--- src/rtl/i_decode_pkg.sv ---
// Shared pipeline definitions: opcodes, IF/ID field positions and
// ID/EX control-field layouts and encodings.
package i_decode_pkg;

  // IF/ID instruction field positions
  localparam int OP_LSB  = 26;
  localparam int OP_W    = 6;
  localparam int RS_LSB  = 21;
  localparam int RT_LSB  = 16;
  localparam int RD_LSB  = 11;
  localparam int IMM_W   = 16;

  // Opcodes
  localparam logic [5:0] OP_RTYPE = 6'h00;
  localparam logic [5:0] OP_LW    = 6'h23;
  localparam logic [5:0] OP_SW    = 6'h2B;
  localparam logic [5:0] OP_BEQ   = 6'h04;

  // WB bundle: {RegWrite, MemtoReg}
  localparam int WB_REGWRITE = 1;
  localparam int WB_MEMTOREG = 0;
  // M bundle: {Branch, MemRead, MemWrite}
  localparam int M_BRANCH    = 2;
  localparam int M_MEMREAD   = 1;
  localparam int M_MEMWRITE  = 0;
  // EX bundle: {RegDst, ALUOp[1:0], ALUSrc}
  localparam int EX_REGDST   = 3;
  localparam int EX_ALUOP_LSB = 1;
  localparam int EX_ALUSRC   = 0;

  typedef struct packed {
    logic [1:0] wb;
    logic [2:0] m;
    logic [3:0] ex;
  } ctrl_t;

  localparam ctrl_t CTRL_NOP   = '{wb: 2'b00, m: 3'b000, ex: 4'b0000};
  localparam ctrl_t CTRL_RTYPE = '{wb: 2'b10, m: 3'b000, ex: 4'b1100};
  localparam ctrl_t CTRL_LW    = '{wb: 2'b11, m: 3'b010, ex: 4'b0001};
  localparam ctrl_t CTRL_SW    = '{wb: 2'b00, m: 3'b001, ex: 4'b0001};
  localparam ctrl_t CTRL_BEQ   = '{wb: 2'b00, m: 3'b100, ex: 4'b0010};

endpackage

--- src/rtl/i_decode_register_file.sv ---
// Register file: two async read ports, one sync write port with
// write-through bypass, sync reset. Register 0 reads as zero.
// Ports: clk, reset, ra1/ra2 -> rd1/rd2, we/wa/wd write port.
module register_file #(
  parameter int WIDTH  = 32,
  parameter int ADDR_W = 5
) (
  input  logic              clk,
  input  logic              reset,
  input  logic [ADDR_W-1:0] ra1,
  input  logic [ADDR_W-1:0] ra2,
  output logic [WIDTH-1:0]  rd1,
  output logic [WIDTH-1:0]  rd2,
  input  logic              we,
  input  logic [ADDR_W-1:0] wa,
  input  logic [WIDTH-1:0]  wd
);

  localparam int NREGS = 2 ** ADDR_W;

  logic [WIDTH-1:0] regs [NREGS];

  always_ff @(posedge clk) begin
    if (reset) begin
      for (int i = 0; i < NREGS; i++) begin
        regs[i] <= '0;
      end
    end else if (we && wa != '0) begin
      regs[wa] <= wd;
    end
  end

  // A nonzero ra implies wa is nonzero when they match,
  // so the bypass never leaks a write to r0.
  always_comb begin
    rd1 = regs[ra1];
    if (ra1 == '0) begin
      rd1 = '0;
    end else if (we && wa == ra1) begin
      rd1 = wd;
    end
  end

  always_comb begin
    rd2 = regs[ra2];
    if (ra2 == '0) begin
      rd2 = '0;
    end else if (we && wa == ra2) begin
      rd2 = wd;
    end
  end

endmodule

--- src/rtl/i_decode.sv ---
// Instruction decode stage: control decode, register read and ID/EX
// register. Inputs IF_ID_*, flush, WB_* writeback; outputs ID_EX_*.
module i_decode
  import i_decode_pkg::*;
#(
  parameter int WIDTH      = 32,
  parameter int REG_ADDR_W = 5
) (
  input  logic                  clk,
  input  logic                  reset,
  input  logic [WIDTH-1:0]      IF_ID_IR,
  input  logic [WIDTH-1:0]      IF_ID_NPC,
  input  logic                  flush,
  input  logic                  WB_RegWrite,
  input  logic [REG_ADDR_W-1:0] WB_write_reg,
  input  logic [WIDTH-1:0]      WB_write_data,
  output logic [1:0]            ID_EX_WB,
  output logic [2:0]            ID_EX_M,
  output logic [3:0]            ID_EX_EX,
  output logic [WIDTH-1:0]      ID_EX_NPC,
  output logic [WIDTH-1:0]      ID_EX_RD1,
  output logic [WIDTH-1:0]      ID_EX_RD2,
  output logic [WIDTH-1:0]      ID_EX_IMM,
  output logic [REG_ADDR_W-1:0] ID_EX_RT,
  output logic [REG_ADDR_W-1:0] ID_EX_RD
);

  logic [OP_W-1:0]       op;
  logic [REG_ADDR_W-1:0] rs;
  logic [REG_ADDR_W-1:0] rt;
  logic [REG_ADDR_W-1:0] rd;
  logic [WIDTH-1:0]      imm;
  logic [WIDTH-1:0]      rd1;
  logic [WIDTH-1:0]      rd2;
  ctrl_t                 ctrl;

  assign op  = IF_ID_IR[OP_LSB +: OP_W];
  assign rs  = IF_ID_IR[RS_LSB +: REG_ADDR_W];
  assign rt  = IF_ID_IR[RT_LSB +: REG_ADDR_W];
  assign rd  = IF_ID_IR[RD_LSB +: REG_ADDR_W];
  assign imm = {{(WIDTH-IMM_W){IF_ID_IR[IMM_W-1]}},
                IF_ID_IR[IMM_W-1:0]};

  always_comb begin
    ctrl = CTRL_NOP;
    unique case (1'b1)
      (op == OP_RTYPE): ctrl = CTRL_RTYPE;
      (op == OP_LW):    ctrl = CTRL_LW;
      (op == OP_SW):    ctrl = CTRL_SW;
      (op == OP_BEQ):   ctrl = CTRL_BEQ;
      default:          ctrl = CTRL_NOP;
    endcase
  end

  register_file #(
    .WIDTH  (WIDTH),
    .ADDR_W (REG_ADDR_W)
  ) u_rf (
    .clk   (clk),
    .reset (reset),
    .ra1   (rs),
    .ra2   (rt),
    .rd1   (rd1),
    .rd2   (rd2),
    .we    (WB_RegWrite),
    .wa    (WB_write_reg),
    .wd    (WB_write_data)
  );

  always_ff @(posedge clk) begin
    if (reset) begin
      ID_EX_WB  <= '0;
      ID_EX_M   <= '0;
      ID_EX_EX  <= '0;
      ID_EX_NPC <= '0;
      ID_EX_RD1 <= '0;
      ID_EX_RD2 <= '0;
      ID_EX_IMM <= '0;
      ID_EX_RT  <= '0;
      ID_EX_RD  <= '0;
    end else begin
      // A flush only kills the control bundles; data still flows.
      ID_EX_WB  <= flush ? 2'b00  : ctrl.wb;
      ID_EX_M   <= flush ? 3'b000 : ctrl.m;
      ID_EX_EX  <= flush ? 4'b0000 : ctrl.ex;
      ID_EX_NPC <= IF_ID_NPC;
      ID_EX_RD1 <= rd1;
      ID_EX_RD2 <= rd2;
      ID_EX_IMM <= imm;
      ID_EX_RT  <= rt;
      ID_EX_RD  <= rd;
    end
  end

endmodule

--- config.mk ---
export PLATFORM = sky130hd
export DESIGN_NAME = i_decode
export DESIGN_NICKNAME = d
export VERILOG_FILES = /design/src/rtl/i_decode_pkg.sv /design/src/rtl/i_decode_register_file.sv /design/src/rtl/i_decode.sv
export SDC_FILE = /design/constraint.sdc
export NUM_CORES = 2
export LEC_CHECK = 0
export ABC_AREA = 1
export BUFFER_PORTS_ARGS = -buffer_cell sky130_fd_sc_hd__buf_4
export CAP_MARGIN = 30
export CORE_UTILIZATION = 40
export CTS_CLUSTER_DIAMETER = 80
export DETAILED_ROUTE_END_ITERATION = 7
export HOLD_SLACK_MARGIN = 0.03
export PLACE_DENSITY = 0.52
export SETUP_SLACK_MARGIN = 0.4
export SLEW_MARGIN = 30
export SYNTH_ARGS = -nofsm -noshare
export SYNTH_HDL_FRONTEND = slang
export SYNTH_SLANG_ARGS = --single-unit
export TNS_END_PERCENT = 10
--- constraint.sdc ---
create_clock -name clk -period 8.1 [get_ports clk]
set_clock_uncertainty 0.2 [all_clocks]
set_input_delay 1.215 -clock clk [delete_from_list [all_inputs] [get_ports clk]]
set_output_delay 1.215 -clock clk [all_outputs]
set_load 0.01 [all_outputs]
# After elaboration in Yosys (flattened, before gate mapping)
# Memory sizes are Yosys's and may differ from the RTL's. A register that Yosys moved wholly into a read port is not among the register bits.
# Index checks and enable logic that the tools add are counted.
# op_classes
mul	0
div_mod_pow	0
bitwise	0
mux	9
n_lt_le_gt_ge	0
add_sub_neg	0
shifts	0
n_eq_ne	3
n_reduce_logical	9
# ops
cell	count
9-bit one-hot mux with 4 select lines	1
32-bit 2-to-1 mux	1
32-bit OR reduction	1
6-bit == test, second input constant	2
5-bit zero test	2
6-bit by 3-bit == test with 1-bit output, second input constant	1
6-bit zero test	1
1-bit 2-to-1 mux	6
2-bit OR reduction	3
5-bit 2-to-1 mux	1
5-bit nonzero test	1
1-bit logical AND	1
# word_totals
reg_bits	67
elab_cells	29
latch_bits	0
mem_bits_ro	0
mem_count	1
input_bits	105
output_inout_bits	147
ramBits	1024
# memory_table
name	words	width	read_ports	rd_clocked_by_memory_dff	write_ports	line	source
u_rf.regs	32	32	2	2	32	i_decode_register_file.sv:21	logic [WIDTH-1:0] regs [NREGS];

# Depth between registers and ports, before layout
# logic_depth
ltp_word	7
mapped_depth	12
ltp_nobuf	9

# Cells and area by module
# Synthesis repeated with hierarchy kept, for this count alone.
# hier_totals
cells_unflattened	7851
hier_area_um2	61744.2
# by_module_without_submodules
module	cells_each	area_each_um2	instances	seq_area_each_um2
register_file	7427	58009.4	1	30749.5
i_decode	424	3734.8	1	2462.4

# Worst setup path after synthesis
# OpenSTA, ideal clock, no wires.
# synth_timing
path_kind	input to register
start	input WB_write_reg[2]
end	memory u_rf.regs[12][0] (enable)
setup_slack_ps	4490
required_ps	7422
path_buffers	2
setup_time_ps	478
arrival_ps	2932
stages	10
cell_sequence	buf_4 -> nor3_2 -> nand2_1 -> nand2_4 -> inv_2 -> nand2_1 -> inv_2 -> nand2_2 -> buf_2 -> nand2_1
# synth_rtl
item	line	source
start: declaration	i_decode.sv:15	input logic [REG_ADDR_W-1:0] WB_write_reg,
end: declaration	i_decode_register_file.sv:21	

==> results.txt <==
The tools report the gate count of the mapped netlist as 7,922. For the register area share after synthesis, the log shows 0.537. Power comes to 15.0 mW.

The run finished with clean final reports. Across the VDD grid, the largest voltage drop is 217 µV. The final period utilization came out at 0.523. Wires add up to 245,000 µm. The tightest hold margin was 418 ps; the share of power burned in the clock network was 0.410. Global routing finished with a remaining overflow of 0. The run gives 252 as the total I/O pin count. For the pin with the worst max-slew slack, the measured transition is 1110 ps. The run gives 29 as the count of different cell masters after synthesis. Internal power comes to 10.8 mW. The die span in y is 395 µm, and the number of synthesized register bits is 1,147.

STA puts the critical path data required time at 8310 ps. The fraction of layout instances using a drive strength above 1 came out at 0.0885. The tools report the final number of hold-violating endpoints as 0.

Adding up every negative setup slack in the final design gives 0 ps. The logs give 0.462 for the relative contribution of sequential cells to total power and 0.405 for the initial standard-cell utilization of the core. After detailed placement, the design holds a cell count of 9,694. The logs give 0.259 for the headroom to the max-slew limit and 188 for the largest net degree at the start of global routing. After clock tree synthesis, the flow added hold-fix buffers numbering 0. The first routing iteration left 7,165 violations. The mean routed wirelength per cell was 24.7 µm. The routed layout has 55,439 vias. The type of element capturing the critical path was a flip-flop. The critical path is of the input port to flip-flop type. In this run the number of H-tree levels came out at 4. After clock tree synthesis, the repair step resized 0 gates. The mapped netlist covers 61,800 µm².

Once detail routing completed, the nets flagged for antenna violations numbered 0. The run gives 0 as the number of setup buffers added after CTS. The type of element launching the critical path was an input port.

In this run the cell area measured after placement is 64,800 µm². The average via count per standard cell was 5.58; the relative area change from synthesis to final layout was 11.9%. Along the worst path, the maximum fanout reaches 35. The count of cells in the finished layout, fillers not included, comes to 9,943.

Max-cap violations in this run came to 0. The logs give 51,108 for the number of global-route vias before repair and 4450 ps for the arrival time reported for the critical path endpoint. The area share of the leading cell type in the synthesized netlist came out at 0.497.

After filler insertion, the fill cell instance count of the layout stands at 14,794. The floorplan step defined a die boundary enclosing 156,000 µm². Derived from the worst setup path, the maximum achievable clock frequency is 236 MHz. The switching share of total power came out at 0.279. The cell type contributing the most total cell area after synthesis was edfxtp_1.

Number of antenna violations at the first check in global routing: 9. Max-slew violation count: 0. Clock latency on the worst-skew pair, taken at its later pin, is 800 ps. The number of buffers added by the clock tree synthesis step is 138. Final standard cell utilization of the core: 0.453. The run gives 0.308 as the total routing usage reported by global routing.

The cell sitting at the root of the clock tree is a clkbuf_16. The net count of the finished layout is 7,909. Setup violations remaining at the end of the flow were counted as 0. A synthesized cell averages 7.81 µm². For the power dissipated by switching net loads, the log shows 4.20 mW. The shortest period the worst path allows is 4230 ps, and the Yosys warning count is 0. The placeable core region was 153,000 µm².

The first global-routing pass estimated 352,000 µm of wire. Summed over all nets, the half-perimeter wirelength after detailed placement is 136,000 µm. Before antenna repair, the detailed router went through 6 iterations. The run gives 0 as the DRC violation count after routing. The analysis attributes to cell leakage a power of 30.2 nW. For the setup slack of the critical path after layout, the log shows 3870 ps. TritonCTS built the clock tree.

The floorplan step set the die width to 395 µm. The clock slew at the register clock pins of the worst setup and hold paths was 60 ps. The path class of the tightest hold or removal check is input port to flip-flop.

The logs give 0.129 for the part of the total power dissipated in combinational logic and 2860 ps for the worst setup timing slack at the placement stage. In this run the power density over the cells is 217 nW/µm². During placement, the flow inserted port buffers numbering 251. The deepest clock path buffer count was 3; the cell row count was 143. The finished cells cover 69,200 µm².

Setup repair after global routing left no endpoint under its margin. In the post-synthesis netlist, the biggest area contributors are edfxtp_1, nand2_1, nand3_1. The tree built by TritonCTS fans out to 1,147 sinks. Weighted congestion at the end of routability-driven global placement: 0.866.
## routing by layer
metal,GRT usage,share of wire,vias up,routed length (µm)
li1,-,-,25271,-
met4,0.156,0.053,7,12900
met1,0.421,0.41,26264,100000
met2,0.465,0.43,3321,106000
met5,0,0.00021,-,52
met3,0.0563,0.11,576,25900
## sequential cells by signal (all words and copies together), names as in the netlist
signal	flops
ID_EX_RD1	32
ID_EX_M	1
ID_EX_RT	5
ID_EX_RD2	32
ID_EX_EX	3
ID_EX_IMM	16
ID_EX_NPC	32
u_rf.regs	1024
ID_EX_WB	2
## kinds of logic after synthesis
group	after synthesis	share of synthesized area
compound gates	675	0.0601
xor+xnor	8	0.00113
buf+inv	1384	0.0910
flops	1147	0.537
other cells	1	0.0000606
simple gates	4707	0.311
## layout by cell type (no fill, tap or decap), types with 9 or more instances in the layout
cell type,Yosys,layout
a21oi_1,325,325
or2_2,30,30
clkbuf_1,320,27
nand2_4,1,13
edfxtp_1,1024,1024
nand3_1,1083,1081
buf_4,25,369
clkinv_1,3,28
inv_1,706,689
dfxtp_1,123,123
o21ai_0,213,213
conb_1,1,32
inv_2,3,9
clkbuf_16,0,143
nor2_1,1311,1309
clkinv_2,0,23
o211ai_1,136,136
nand2_2,8,48
nand2_1,2255,2203
## worst max-delay path, stage by stage
cell     delay [ps]
buf_4           280
nor2_1          280
nand2_4         130
inv_2           620
nand2_1         150
inv_2           260
nand2_2         620
nand2_4         790
## path summary, 6_finish.rpt
| check | from | end | slack [ps] | depth (start not counted) |
|---|---|---|---|---|
| worst max-delay path | reset | u_rf.regs[28][2] | 3870 | 8 |
| worst min register to register | u_rf.regs[11][24] | ID_EX_RD1[24] | 620 | 6 |
| worst min-delay path | IF_ID_IR[29] | ID_EX_EX[1] | 420 | 2 |
| worst max register to register | u_rf.regs[1][31] | ID_EX_RD2[31] | 6160 | 8 |
## power groups by stage
stage	Combinational (mW)	Clock (mW)	Sequential, mW
after floorplan	1.12	0	7.03
after global placement	1.88	0	7.05
after detailed placement	1.89	0	7.06
after CTS	1.90	6.23	6.94
after global routing	2.08	6.46	6.97
final	1.94	6.16	6.94
## synth_stat cells
cell type	instances
a21oi_1	325
nor2_1	1311
edfxtp_1	1024
inv_2	3
nand2_2	8
clkbuf_1	320
nor3_1	8
buf_1	54
inv_1	706
nor4_2	1
buf_2	273
clkinv_1	3
nor3_4	3
or2_2	30
xor2_1	2
xnor2_1	6
nand2_1	2255
nand2_4	1
nand4_1	3
nor4_1	1
o21ai_0	213
dfxtp_1	123
nand3b_1	1
o22ai_1	1
nor3_2	2
buf_4	25
conb_1	1
o211ai_1	136
nand3_1	1083
## final cells by class
cell class | instances | area [µm²] | area share
flip-flops and latches | 1147 | 33200 | 0.480
multi-input cells | 5422 | 23300 | 0.337
clock buffers | 177 | 3780 | 0.0546
repair buffers | 383 | 3000 | 0.0434
inverters | 712 | 2700 | 0.0391
well taps | 2030 | 2540 | 0.0367
clock inverters | 70 | 609 | 0.00881
diodes | 2 | 5.00 | 0.0000723
No activity file was read; power rests on OpenSTA's default activity.
